$ cat src/rtl/spdif_frame_fifo.sv
// rtl/spdif_frame_fifo.sv - pairs S/PDIF subframes into rate-tagged stereo frames and buffers them in a FWFT FIFO
//
// Optional feature macro: SPDIF_FRAME_FIFO_LEVEL_EN (level_o reports the live fill count; tied to 0 otherwise)
//
// Ports:
//   clk, rst                  single clock, asynchronous active-high reset
//   data_i, ack_i, lrck_i     per-subframe sample stream from the receiver (lrck_i: 1 = left, 0 = right)
//   locked_i, resync_i        receiver lock and lock-acquisition pulse; loss of lock or resync flushes
//   rate_i                    one-hot rate, captured into the frame on the right-channel ack
//   frame_valid_o/ready_i     head-of-FIFO handshake toward the mixer
//   left_o, right_o, rate_o   head frame contents (zero while empty)
//   overflow_o, misalign_o    sticky error flags, cleared only by rst
//   level_o                   FIFO fill level (optional)
module spdif_frame_fifo #(
    parameter int DEPTH_LOG2 = 3,
    parameter int NUM_RATE   = 5
) (
    input  logic                  clk,
    input  logic                  rst,
    input  logic [23:0]           data_i,
    input  logic                  ack_i,
    input  logic                  lrck_i,
    input  logic                  locked_i,
    input  logic                  resync_i,
    input  logic [NUM_RATE-1:0]   rate_i,
    output logic                  frame_valid_o,
    input  logic                  frame_ready_i,
    output logic [23:0]           left_o,
    output logic [23:0]           right_o,
    output logic [NUM_RATE-1:0]   rate_o,
    output logic                  overflow_o,
    output logic                  misalign_o,
    output logic [DEPTH_LOG2:0]   level_o
);

    localparam int DEPTH = 1 << DEPTH_LOG2;
    localparam int FW    = 48 + NUM_RATE;
    localparam logic [DEPTH_LOG2:0] FULL_COUNT = (DEPTH_LOG2+1)'(DEPTH);

    typedef enum logic {WAIT_L, HAVE_L} state_t;

    state_t                state, next_state;
    logic [23:0]           left_hold;
    logic                  flush, adv;
    logic                  push, load_left, set_misalign;
    logic                  pop, full, wr_en;
    logic [DEPTH_LOG2-1:0] wr_ptr, rd_ptr;
    logic [DEPTH_LOG2:0]   count;
    logic [FW-1:0]         mem [DEPTH];
    logic [FW-1:0]         head;

    // Flush takes priority over everything, including a coincident ack.
    assign flush = !locked_i || resync_i;
    assign adv   = ack_i && !flush;

    always_ff @(posedge clk or posedge rst) begin
        if (rst)        state <= WAIT_L;
        else if (flush) state <= WAIT_L;
        else            state <= next_state;
    end

    always_comb begin
        next_state   = state;
        push         = 1'b0;
        load_left    = 1'b0;
        set_misalign = 1'b0;
        if (adv) begin
            case (state)
                WAIT_L: begin
                    if (lrck_i) begin
                        load_left  = 1'b1;
                        next_state = HAVE_L;
                    end else begin
                        set_misalign = 1'b1;
                    end
                end
                HAVE_L: begin
                    if (!lrck_i) begin
                        push       = 1'b1;
                        next_state = WAIT_L;
                    end else begin
                        // A second left replaces the first; the older one is the orphan.
                        load_left    = 1'b1;
                        set_misalign = 1'b1;
                    end
                end
                default: next_state = WAIT_L;
            endcase
        end
    end

    always_ff @(posedge clk or posedge rst) begin
        if (rst)            left_hold <= '0;
        else if (load_left) left_hold <= data_i;
    end

    assign pop  = frame_valid_o && frame_ready_i;
    assign full = (count == FULL_COUNT);
    // When full, a simultaneous pop frees the slot being written (wr_ptr == rd_ptr).
    assign wr_en = push && (!full || pop);

    always_ff @(posedge clk) begin
        if (wr_en) mem[wr_ptr] <= {left_hold, data_i, rate_i};
    end

    always_ff @(posedge clk or posedge rst) begin
        if (rst) begin
            wr_ptr     <= '0;
            rd_ptr     <= '0;
            count      <= '0;
            overflow_o <= 1'b0;
            misalign_o <= 1'b0;
        end else begin
            if (flush) begin
                wr_ptr <= '0;
                rd_ptr <= '0;
                count  <= '0;
            end else begin
                if (wr_en) wr_ptr <= wr_ptr + 1'b1;
                if (pop)   rd_ptr <= rd_ptr + 1'b1;
                case ({wr_en, pop})
                    2'b10:   count <= count + 1'b1;
                    2'b01:   count <= count - 1'b1;
                    default: count <= count;
                endcase
            end
            if (push && !wr_en) overflow_o <= 1'b1;
            if (set_misalign)   misalign_o <= 1'b1;
        end
    end

    assign head          = mem[rd_ptr];
    assign frame_valid_o = (count != '0);
    assign left_o        = frame_valid_o ? head[FW-1 -: 24]        : '0;
    assign right_o       = frame_valid_o ? head[NUM_RATE +: 24]    : '0;
    assign rate_o        = frame_valid_o ? head[NUM_RATE-1:0]      : '0;

`ifdef SPDIF_FRAME_FIFO_LEVEL_EN
    assign level_o = count;
`else
    assign level_o = '0;
`endif

endmodule

$ cat config.mk
export PLATFORM = sky130hd
export DESIGN_NAME = spdif_frame_fifo
export DESIGN_NICKNAME = d
export VERILOG_FILES = /design/src/rtl/spdif_frame_fifo.sv
export SDC_FILE = /design/constraint.sdc
export NUM_CORES = 1
export LEC_CHECK = 0
export BUFFER_PORTS_ARGS = -buffer_cell sky130_fd_sc_hd__buf_2
export CORE_ASPECT_RATIO = 1.1
export CORE_MARGIN = 5
export CORE_UTILIZATION = 45
export CTS_BUF_LIST = sky130_fd_sc_hd__clkbuf_8
export DETAILED_ROUTE_END_ITERATION = 12
export GPL_TIMING_DRIVEN = 0
export PLACE_DENSITY = 0.67
export SLEW_MARGIN = 20
export SYNTH_ARGS = -nofsm -noshare
export SYNTH_HDL_FRONTEND = slang
export SYNTH_SLANG_ARGS = --single-unit
$ cat constraint.sdc
create_clock -name clk -period 6.3 [get_ports clk]
set_input_delay 1.26 -clock clk [delete_from_list [all_inputs] [get_ports clk]]
set_output_delay 1.26 -clock clk [all_outputs]
set_load 0.05 [all_outputs]
==> results_dict.tcl <==
set metrics [dict create \
    pre_cts_slack_ps 2180 \
    clk-insertion-delay-late_ps 590 \
    route.antenna.remaining_nets 0 \
    final_critical_path_setup_slack_ps 2130 \
    globalRouteOverflowTotal 0 \
    utilization 0.537 \
    synthToLayoutAreaGrowth_pct 17.9 \
    worstPathArrival_ps 2910 \
    clk_pin_slew_ps 60 \
    period_share 0.662 \
    final_hold_fails 0 \
    post_synthesis_cell_count 814 \
    drv.max_cap_violation_count 0 \
    fin_tns_setup_ps 0 \
    finalMaxSlewViolations 0 \
    post_cts_hold_buffer_count 0 \
    finClkSkew_ps 34.5 \
    seq_area_frac_synth 0.766 \
    outcome "finished clean" \
    cts_max_path_buffers 3 \
    clock_tree_from_tritoncts "built" \
    power.ir.vdd_worst_v 0.000165 \
    core_area_mm2 0.0392 \
    cp.required_ps 5040 \
    gpl.final_weighted_congestion 0.724 \
    startpoint_type "register" \
    synth_area_mm2 0.0178 \
    post_drt_wl_per_cell_um 23.9 \
    post_dp_cell_area_mm2 0.0196 \
    floorplan.die.width_um 200 \
    first_iter_violations 676 \
    total_power_mw 6.03 \
    wl_mm 38.3 \
    design.final.nets 1074 \
    boundaryPins 96 \
    grt_max_degree 23 \
    tritoncts_num_sinks 461 \
    ys_seq_elements 461 \
    finalWorstPathRequiredPeriod_ps 4170 \
    cts.repair_timing.setup_buffer_count 0 \
    synth_area_per_cell_um2 21.9 \
    post_cts_resize_count 0 \
    num_vias 8639 \
    via_per_inst 5.40 \
    track_usage 0.178 \
    critical_path_peak_fanout 10 \
    cts-root-buf "sky130_fd_sc_hd__clkbuf_8" \
    post_route_cells_drive_above_1_share 0.383 \
    netlist-cell-type-count 43 \
    report.final.setup_viol 0 \
    worst_setup_path_end_kind "output port" \
    clock.fmax_mhz 240 \
    die-height_um 219 \
    die_area_mm2 0.0437 \
    start_util 0.455 \
    place.detailed.hpwl_mm 25.4 \
    power.static_leakage_nw 7.15 \
    worst_slew_margin_rel 0.371 \
    first_pass_iters 4 \
    rsz0062_at_grt "false" \
    min_path_type "reg2reg" \
    worstMarginPinSlew_ps 944 \
    placement_rows 76 \
    rrSetupSlack_ps 3260 \
    grt_antenna_before_repair 2 \
    yosysWarnings 0 \
    grt_first_pass_wirelength_mm 57.4 \
    cts_htree_levels 3 \
    layout.cell_area.non_filler_mm2 0.0210 \
    via_count_of_the_first_global_routing_pass 9179 \
    power_per_cell_area_mw_per_mm2 287 \
    drc_violations_left 0 \
    port_buffers 91 \
    path_class "reg2out" \
    numCtsBuffers 72 \
]
==> cell usage after synthesis (all sizes together) <==
cell type	n	share of area
dfrtp	37	0.052
nor2b	1	0.00035
o41ai	1	0.00049
nand3	3	0.0011
mux2i	56	0.031
nand4b	1	0.00049
o41a	1	0.0012
xnor2	1	0.00049
mux4	106	0.13
nor3	7	0.0020
nand3b	1	0.00042
nor4	1	0.00035
a21oi	4	0.0011
a21boi	1	0.00042
and4b	1	0.00056
nand2b	5	0.0018
buf	36	0.012
xor2	4	0.0020
conb	1	0.00021
o211ai	3	0.0015
nor2	62	0.013
nand2	7	0.0016
a31o	2	0.00098
edfxtp	424	0.71
clkbuf	7	0.0015
and2b	1	0.00042
fa	1	0.0011
ha	5	0.0035
a211oi	1	0.0011
a21o	1	0.00042
mux2	24	0.015
or3	1	0.00035
inv	4	0.00084
o21ai	3	0.0015
==> layout make-up <==
class,count,area (um^2)
antenna,2,5.00
multi-input combinational,309,3980
fill,3062,18200
tap,507,634
clock inverter,47,233
timing repair buffer,141,1060
inverter,4,15.0
clock buffer,86,1180
sequential,461,13700
buffer,43,245
==> metrics by stage <==
step	instances	hold WS, ps
after floorplan	817	481
after global placement	1415	446
after detailed placement	1465	455
after CTS	1598	469
after global routing	1598	488
final	1600	463
==> cell usage in the layout (no fill, tap or decap), drive strengths merged, types with 4 or more instances in the layout <==
cell type | netlist | layout
clkbuf | 7 | 93
buf | 36 | 177
mux4 | 106 | 106
mux2i | 56 | 56
nor3 | 7 | 7
nand2 | 7 | 7
clkinv | 0 | 6
nor2 | 62 | 62
dfrtp | 37 | 37
edfxtp | 424 | 424
mux2 | 24 | 24
nand2b | 5 | 5
conb | 1 | 4
ha | 5 | 5
inv | 4 | 42
a21oi | 4 | 4
xor2 | 4 | 4
==> logic make-up after synthesis <==
| logic type | after synthesis | share of synthesized area |
|---|---|---|
| other cells | 1 | 0.000210 |
| mux | 186 | 0.180 |
| simple gates | 91 | 0.0229 |
| compound gates | 17 | 0.00877 |
| buf+inv | 47 | 0.0146 |
| fa+ha+maj | 6 | 0.00463 |
| xor+xnor | 5 | 0.00246 |
| flops | 461 | 0.766 |
==> where the power goes <==
group,switching (mW),internal (mW),total (mW)
combinational,0.0561,0.0406,0.0966
clock,1.12,1.29,2.41
sequential,0.0779,3.45,3.52
==> layer usage <==
metal,track usage,routed length [um],vias up,part of all wire
li1,-,-,3789,-
met1,0.246,16200,4530,0.42
met2,0.294,19400,259,0.51
met3,0.0367,2080,57,0.054
met4,0.0451,578,4,0.015
met5,0,30,-,0.00078
==> state kept, by name, indices dropped and copies added, names as in the netlist <==
signal,count
count,4
left_hold,24
mem,424
misalign_o,1
overflow_o,1
rd_ptr,3
state,1
wr_ptr,3
==> worst max-delay path: stages, from the launching register on <==
cell and delay (ps):
sky130_fd_sc_hd__dfrtp_1 350, sky130_fd_sc_hd__buf_2 220, sky130_fd_sc_hd__clkbuf_1 730, sky130_fd_sc_hd__mux4_2 360, sky130_fd_sc_hd__mux2i_1 70, sky130_fd_sc_hd__nor2_1 270
sky130_fd_sc_hd__buf_2 330
==> final timing paths <==
check	startpoint	depth (start not counted)	to
max	rd_ptr[1]$_DFFE_PP0P_	6	left_o[13]
min	overflow_o$_DFFE_PP0P_	1	overflow_o$_DFFE_PP0P_
max reg2reg	state$_DFFE_PP0P_	7	mem[1][11]$_DFFE_PP_
min reg2reg	overflow_o$_DFFE_PP0P_	1	overflow_o$_DFFE_PP0P_
max in group asynchronous	rst	3	wr_ptr[0]$_DFFE_PP0P_
min in group asynchronous	rst	2	left_hold[3]$_DFFE_PP0P_
No activity file was read; power rests on OpenSTA's default activity.
